### src/rtl/ex_operand_stage.sv
// ID/EX stage register with operand select and EX/MEM, MEM/WB forwarding for the ALU.
// Define EX_OPERAND_FORWARD_EN to enable forwarding; otherwise operands come straight from the register file.
module ex_operand_stage #(
  parameter int DATA_W = 32,
  parameter int RA_W   = 5
) (
  input  logic              clk,
  input  logic              rst_n,
  input  logic              stall,
  input  logic              flush,
  input  logic              id_valid,
  input  logic [DATA_W-1:0] id_rs_data,
  input  logic [DATA_W-1:0] id_rt_data,
  input  logic [RA_W-1:0]   id_rs,
  input  logic [RA_W-1:0]   id_rt,
  input  logic [RA_W-1:0]   id_rd,
  input  logic [15:0]       id_imm,
  input  logic [4:0]        id_shamt,
  input  logic [3:0]        id_alu_ctrl,
  input  logic              id_src_a,
  input  logic [1:0]        id_src_b,
  input  logic              id_reg_wen,
  input  logic              exm_wen,
  input  logic [RA_W-1:0]   exm_rd,
  input  logic [DATA_W-1:0] exm_data,
  input  logic              mwb_wen,
  input  logic [RA_W-1:0]   mwb_rd,
  input  logic [DATA_W-1:0] mwb_data,
  output logic [DATA_W-1:0] alu_a,
  output logic [DATA_W-1:0] alu_b,
  output logic [3:0]        alu_ctrl,
  output logic              ex_valid,
  output logic              ex_reg_wen,
  output logic [RA_W-1:0]   ex_rd,
  output logic [DATA_W-1:0] ex_rt_fwd
);
  localparam logic [3:0] ALU_ADD = 4'b0010;

  logic              valid_q, valid_d;
  logic              reg_wen_q, reg_wen_d;
  logic [RA_W-1:0]   rd_q, rd_d;
  logic [RA_W-1:0]   rs_q, rs_d;
  logic [RA_W-1:0]   rt_q, rt_d;
  logic [DATA_W-1:0] rs_data_q, rs_data_d;
  logic [DATA_W-1:0] rt_data_q, rt_data_d;
  logic [15:0]       imm_q, imm_d;
  logic [4:0]        shamt_q, shamt_d;
  logic [3:0]        ctrl_q, ctrl_d;
  logic              src_a_q, src_a_d;
  logic [1:0]        src_b_q, src_b_d;

  logic [DATA_W-1:0] fwd_rs, fwd_rt;

  // Flush wins over stall; a bubble zeroes register numbers and data so the ALU sees 0 + 0.
  always_comb begin
    valid_d   = valid_q;
    reg_wen_d = reg_wen_q;
    rd_d      = rd_q;
    rs_d      = rs_q;
    rt_d      = rt_q;
    rs_data_d = rs_data_q;
    rt_data_d = rt_data_q;
    imm_d     = imm_q;
    shamt_d   = shamt_q;
    ctrl_d    = ctrl_q;
    src_a_d   = src_a_q;
    src_b_d   = src_b_q;
    if (flush) begin
      valid_d   = 1'b0;
      reg_wen_d = 1'b0;
      rd_d      = '0;
      rs_d      = '0;
      rt_d      = '0;
      rs_data_d = '0;
      rt_data_d = '0;
      imm_d     = '0;
      shamt_d   = '0;
      ctrl_d    = ALU_ADD;
      src_a_d   = 1'b0;
      src_b_d   = 2'd0;
    end else if (!stall) begin
      valid_d   = id_valid;
      reg_wen_d = id_reg_wen & id_valid;
      rd_d      = id_rd;
      rs_d      = id_rs;
      rt_d      = id_rt;
      rs_data_d = id_rs_data;
      rt_data_d = id_rt_data;
      imm_d     = id_imm;
      shamt_d   = id_shamt;
      ctrl_d    = id_alu_ctrl;
      src_a_d   = id_src_a;
      src_b_d   = id_src_b;
    end
  end

  always_ff @(posedge clk or negedge rst_n) begin
    if (!rst_n) begin
      valid_q   <= 1'b0;
      reg_wen_q <= 1'b0;
      rd_q      <= '0;
      rs_q      <= '0;
      rt_q      <= '0;
      rs_data_q <= '0;
      rt_data_q <= '0;
      imm_q     <= '0;
      shamt_q   <= '0;
      ctrl_q    <= ALU_ADD;
      src_a_q   <= 1'b0;
      src_b_q   <= 2'd0;
    end else begin
      valid_q   <= valid_d;
      reg_wen_q <= reg_wen_d;
      rd_q      <= rd_d;
      rs_q      <= rs_d;
      rt_q      <= rt_d;
      rs_data_q <= rs_data_d;
      rt_data_q <= rt_data_d;
      imm_q     <= imm_d;
      shamt_q   <= shamt_d;
      ctrl_q    <= ctrl_d;
      src_a_q   <= src_a_d;
      src_b_q   <= src_b_d;
    end
  end

`ifdef EX_OPERAND_FORWARD_EN
  // Youngest producer (EX/MEM) wins; $zero is never forwarded.
  function automatic logic [DATA_W-1:0] fwd_pick(
    input logic [RA_W-1:0]   r,
    input logic [DATA_W-1:0] rf,
    input logic              e_wen,
    input logic [RA_W-1:0]   e_rd,
    input logic [DATA_W-1:0] e_data,
    input logic              m_wen,
    input logic [RA_W-1:0]   m_rd,
    input logic [DATA_W-1:0] m_data
  );
    if (e_wen && (e_rd != '0) && (e_rd == r))      return e_data;
    else if (m_wen && (m_rd != '0) && (m_rd == r)) return m_data;
    else                                           return rf;
  endfunction

  assign fwd_rs = fwd_pick(rs_q, rs_data_q, exm_wen, exm_rd, exm_data, mwb_wen, mwb_rd, mwb_data);
  assign fwd_rt = fwd_pick(rt_q, rt_data_q, exm_wen, exm_rd, exm_data, mwb_wen, mwb_rd, mwb_data);
`else
  logic unused_fwd;
  assign unused_fwd = ^{exm_wen, exm_rd, exm_data, mwb_wen, mwb_rd, mwb_data, rs_q, rt_q};
  assign fwd_rs = rs_data_q;
  assign fwd_rt = rt_data_q;
`endif

  always_comb begin
    alu_a = src_a_q ? fwd_rt : fwd_rs;
    alu_b = fwd_rt;
    case (src_b_q)
      2'd0:    alu_b = fwd_rt;
      2'd1:    alu_b = {{(DATA_W-16){imm_q[15]}}, imm_q};
      2'd2:    alu_b = {{(DATA_W-16){1'b0}}, imm_q};
      default: alu_b = {{(DATA_W-5){1'b0}}, shamt_q};
    endcase
  end

  assign alu_ctrl   = ctrl_q;
  assign ex_valid   = valid_q;
  assign ex_reg_wen = reg_wen_q;
  assign ex_rd      = rd_q;
  assign ex_rt_fwd  = fwd_rt;

endmodule
### config.mk
export PLATFORM = sky130hd
export DESIGN_NAME = ex_operand_stage
export DESIGN_NICKNAME = d
export VERILOG_FILES = /design/src/rtl/ex_operand_stage.sv
export SDC_FILE = /design/constraint.sdc
export NUM_CORES = 1
export LEC_CHECK = 0
export CELL_PAD_IN_SITES_DETAIL_PLACEMENT = 1
export CELL_PAD_IN_SITES_GLOBAL_PLACEMENT = 1
export CORE_ASPECT_RATIO = 0.6
export CORE_MARGIN = 2
export CORE_UTILIZATION = 28
export DETAILED_ROUTE_END_ITERATION = 7
export PLACE_DENSITY = 0.93
export SLEW_MARGIN = 20
export SYNTH_ARGS = -nofsm -noshare
export SYNTH_HDL_FRONTEND = slang
export SYNTH_SLANG_ARGS = --single-unit
### constraint.sdc
create_clock -name clk -period 1.5 [get_ports clk]
set_input_delay 0.3 -clock clk [delete_from_list [all_inputs] [get_ports clk]]
set_output_delay 0.3 -clock clk [all_outputs]
set_load 0.005 [all_outputs]
-- Word-level counts from Yosys, hierarchy flattened
Index checks and enable logic that the tools add are counted.
- output and inout port bits: 107
- register bits: 99
- input port bits: 189
- word-level logic and storage cells: 37
- bitwise operators: 1
- reductions and logical operators: 1
- equality and inequality tests: 3
- muxes and demuxes: 22
- operator list (operator ; count):
    two-way mux 32 bit ; 5
    case mux 32 bit (3 select lines) ; 1
    two-way mux 16 bit ; 2
    two-way mux 5 bit ; 4
    two-way mux 4 bit ; 2
    two-way mux 1 bit ; 6
    two-way mux 2 bit ; 2
    equality test 2 x 1 -> 1 bit, second input constant ; 1
    equality test 2 bit, second input constant ; 1
    logical NOT 2 bit ; 1
    inequality test 2 x 1 -> 1 bit, second input constant ; 1
    bitwise AND 1 bit ; 1

-- Depth between registers and ports, before layout
Gate-level depths: netlist of the first run.
- word-level depth: 3
- gate-level depth with buffers: 4
- mapped depth without buffers: 2

-- Worst setup path before layout of the first run
Ideal clock, no wire load.
- kind: register to output
- start point: reg src_a_q
- end point: out alu_a[10]
- buffers on the path: 2
- required time: 1.200 ns
- arrival time: 0.996 ns
- stages on the path, launching flop included: 4
- setup slack: 0.204 ns
- cells stage by stage: dfrtp_1 -> buf_2 -> buf_2 -> mux2_2
- longest elaborated chain between the ends: 1
- RTL lines (what ; line ; RTL):
    from (decl) ; 49 ; logic src_a_q, src_a_d;
    from (signal assigned) ; 122 ; src_a_q <= src_a_d;
    two-way mux 32 bit ; 154 ; alu_a = src_a_q ? fwd_rt : fwd_rs;
    to (decl) ; 29 ; output logic [DATA_W-1:0] alu_a,
Every way passes these cells.

-- Worst setup path after layout of the first run
- start point: reg src_b_q[0]
- end point: out alu_b[6]
- longest elaborated chain between the ends: 2
- elaborated cells between the ends (all ways): 4
- classes of those cells: eq/ne (2); mux (1); reduce/logical (1)
- RTL lines (what ; line ; RTL):
    from (decl) ; 50 ; logic [1:0] src_b_q, src_b_d;
    from (signal assigned) ; 123 ; src_b_q <= src_b_d;
    equality test 2 bit, or another cell as far along ; 156 ; case (src_b_q)
    case mux 32 bit (3 select lines) (*) ; 156 ;
    to (decl) ; 30 ; output logic [DATA_W-1:0] alu_b,
Every way passes the cells marked *; elsewhere a longest branch is shown, timed or not.

==> flow_summary.json, run 1 <==
{
  "status": "finished with violations",
  "violations": "setup timing",
  "n_antenna_cell": 0,
  "path_clk_slew_ps": 70,
  "syn-cell-area_um2": 4990,
  "fmax_ghz": 0.524,
  "critPathMaxFanout": 8,
  "ant_nets": 0,
  "critical_path_class": "reg -> out",
  "post-dp-hpwl_um": 12600,
  "dr_total_vias": 4520,
  "hold_path_end": "ex_reg_wen$_DFFE_PN0P_",
  "io_pins": 296,
  "end_kind": "primary output",
  "power_switching_mw": 1.92,
  "cts_tree": "done",
  "setup_violations": 64,
  "ys_seq_elements": 99,
  "drive_above_1_share": 0.359,
  "dp.cells": 881,
  "holdWs_ps": 358,
  "hold_depth": 3,
  "pwr-share-comb": 0.247,
  "synthesis.nets": 626,
  "period_share": 1.27,
  "fin_skew_ps": 0,
  "grt_start_max_net_pins": 40,
  "cts.path.max_buffers": 2,
  "coreArea_um2": 17300,
  "dr.pass1.iters": 4,
  "slew_headroom": 0.754,
  "synthDistinctLibCells": 17,
  "grt_pass1_wl_um": 29200,
  "r2r_slack_ps": 310,
  "initial_core_util": 0.288,
  "utilization": 0.508,
  "r2r_end": "src_a_q$_DFFE_PN0P_",
  "synthCells": 437,
  "internal_power_mw": 5.39,
  "syn_area_per_cell_um2": 11.4,
  "power_leakage_nw": 4.31,
  "worstMarginPinSlew_ps": 369,
  "synthToLayoutAreaGrowth_pct": 76.0,
  "clockRootBuffer": "clkbuf_16",
  "slew_viol_final": 0,
  "clock_latency_ps": 340,
  "p_clk_frac": 0.347,
  "ys_seq_area_frac": 0.496,
  "clock-sinks": 99,
  "gp_congestion": 0.819,
  "yosysWarnings": 0,
  "worstHoldStart": "stall",
  "start_kind": "flop",
  "r2r.worst_path.cells": 5,
  "period_minus_slack_ps": 1910,
  "port_buffers": 209,
  "switching_share": 0.263,
  "timing.rr.start": "src_a_q$_DFFE_PN0P_",
  "hp-class": "in -> reg",
  "avgViaCountPerCell": 4.77,
  "cap_violations": 0,
  "peakVddDrop_mv": 0.429,
  "rows": 37,
  "die_y_um": 107,
  "power.density_nw_per_um2": 831,
  "arrival_ps": 1610,
  "grt_pass1_vias": 4948,
  "antenna_found_initial": 0,
  "gr-total-overflow": 0,
  "wl_per_cell_um": 21.4,
  "nets": 899,
  "num-fill-cells": 1846,
  "drc": 0,
  "required_ps": 1200,
  "wl_um": 20300,
  "die-area_um2": 19000,
  "cts_buffers": 9,
  "layout.cells.non_filler": 947,
  "drt_iter0_drc": 147,
  "track_usage": 0.205,
  "rsz0062_at_grt": "yes",
  "hold_viol": 0,
  "cts.htree.levels": 3,
  "finalWorstSetupSlack_ps": -408,
  "seqPwrFrac": 0.406,
  "die_w_um": 176
}
## critical path, cell delays in order, from the launching register on
cell and delay [ps]:
dfrtp_2 450, buf_6 140, buf_6 110, nor2b_4 140, buf_12 160, o2bb2ai_4 120
buf_2 130
## kinds of logic (layout without fill, tap and decap cells)
group | count (synthesis) | after routing | synth area share
buffers and inverters | 36 | 312 | 0.0481
AND/OR/NAND/NOR | 118 | 118 | 0.0989
flip-flops | 99 | 99 | 0.496
AO/OA/AOI/OAI | 29 | 29 | 0.0381
multiplexers | 155 | 155 | 0.319
## routing by layer
layer  wire (µm)  up-vias  GRT usage
li1            -     2047          -
met1        8790     2282      0.250
met2        9610      170      0.356
met3        1560       21     0.0685
met4         315        0     0.0413
met5           0        -          0
## state kept, by name (all words and copies together), names as in the netlist
register	cells
src_b_q	2
shamt_q	5
ex_rt_fwd	32
alu_ctrl	4
ex_reg_wen	1
imm_q	16
src_a_q	1
ex_valid	1
fwd_rs	32
ex_rd	5
## Yosys cell counts
cell       instances  area, µm²
nand2_2            1       6.26
nor2b_1            2       12.5
mux2_2            32        360
buf_6             10        113
mux2i_1          123       1230
clkbuf_1          10       37.5
dfstp_2            1       26.3
a21oi_1           17       85.1
nand2b_1          16        100
buf_2             12       60.1
nand3b_1           1       7.51
buf_4              4       30.0
o2bb2ai_1         11       96.3
a211o_1            1       8.76
nand2_1            1       3.75
nor2_1            97        364
dfrtp_1           98       2450
## worst max-delay path by stage
stage          cells past startpoint              startpoint   endpoint
4_1_cts                            5  src_b_q[0]$_DFFE_PN0P_   alu_b[0]
6_report                           6  src_b_q[0]$_DFFE_PN0P_   alu_b[6]
2_1_floorplan                      3     src_a_q$_DFFE_PN0P_  alu_a[10]
3_5_place_dp                       4  src_b_q[1]$_DFFE_PN0P_  alu_b[13]
5_1_grt                            6  src_b_q[0]$_DFFE_PN0P_   alu_b[6]
3_3_place_gp                       3  src_b_q[1]$_DFFE_PN0P_   alu_b[2]
## placed cells by master, fill, tap and decap left out, types with 3 or more instances in the layout
cell and instances:
o2bb2ai_4 3, clkbuf_2 7, dfrtp_2 6, buf_4 45, buf_16 3, nor2_1 97
clkbuf_16 10, buf_8 3, a21oi_2 14, mux2i_2 4, nand2b_4 16, dfrtp_1 92
o2bb2ai_2 6, buf_6 47, mux2_4 31, clkdlybuf4s50_1 99, dlygate4sd2_1 41, buf_2 30
buf_12 19, mux2i_1 118
## power groups by stage
stage | logic (mW) | registers (mW) | clock network (mW)
final | 1.81 | 2.97 | 2.53
after global routing | 1.93 | 2.98 | 2.69
after CTS | 1.67 | 2.95 | 2.60
after detailed placement | 1.54 | 3.00 | 0
after global placement | 1.50 | 2.99 | 0
after floorplan | 0.588 | 2.96 | 0
## timing repair
action                     4_1_cts  5_1_grt
hold buffers                     1        0
setup endpoints to repair      107       68
resized for setup              340      116
pin swaps                       14        6
cloned                           6        1
hold endpoints to repair        11        0
buffers inserted                38       11
## per-stage QoR
stage / TNS, ps / power, mW / instance area, µm² / setup slack [ps]
2_1_floorplan: 0 / 3.55 / 4990 / 204
3_3_place_gp: -15730 / 4.49 / 7590 / -475
3_5_place_dp: -16150 / 4.54 / 7590 / -432
4_1_cts: -22750 / 7.23 / 8460 / -432
5_1_grt: -23180 / 7.60 / 8790 / -468
6_report: -20210 / 7.31 / 8790 / -408
## cell type report
cell class | instances | area (µm²) | area share
Clock buffer | 10 | 239 | 0.0272
Clock inverter | 4 | 76.3 | 0.00868
Multi-Input combinational cell | 302 | 2730 | 0.311
Sequential cell | 99 | 2490 | 0.283
Tap cell | 234 | 293 | 0.0333
Timing Repair Buffer | 298 | 2970 | 0.337
No activity file was read; power rests on OpenSTA's default activity.
==> run 2, diff against run 1 <==
--- a/config.mk
+++ b/config.mk
@@ -11,6 +11,7 @@
 export CORE_MARGIN = 2
 export CORE_UTILIZATION = 28
 export DETAILED_ROUTE_END_ITERATION = 7
+export GPL_ROUTABILITY_DRIVEN = 0
 export PLACE_DENSITY = 0.93
 export SLEW_MARGIN = 20
 export SYNTH_ARGS = -nofsm -noshare
==> results of run 2 <==
Final layout, timing and power as in run 1 (identical DEF).
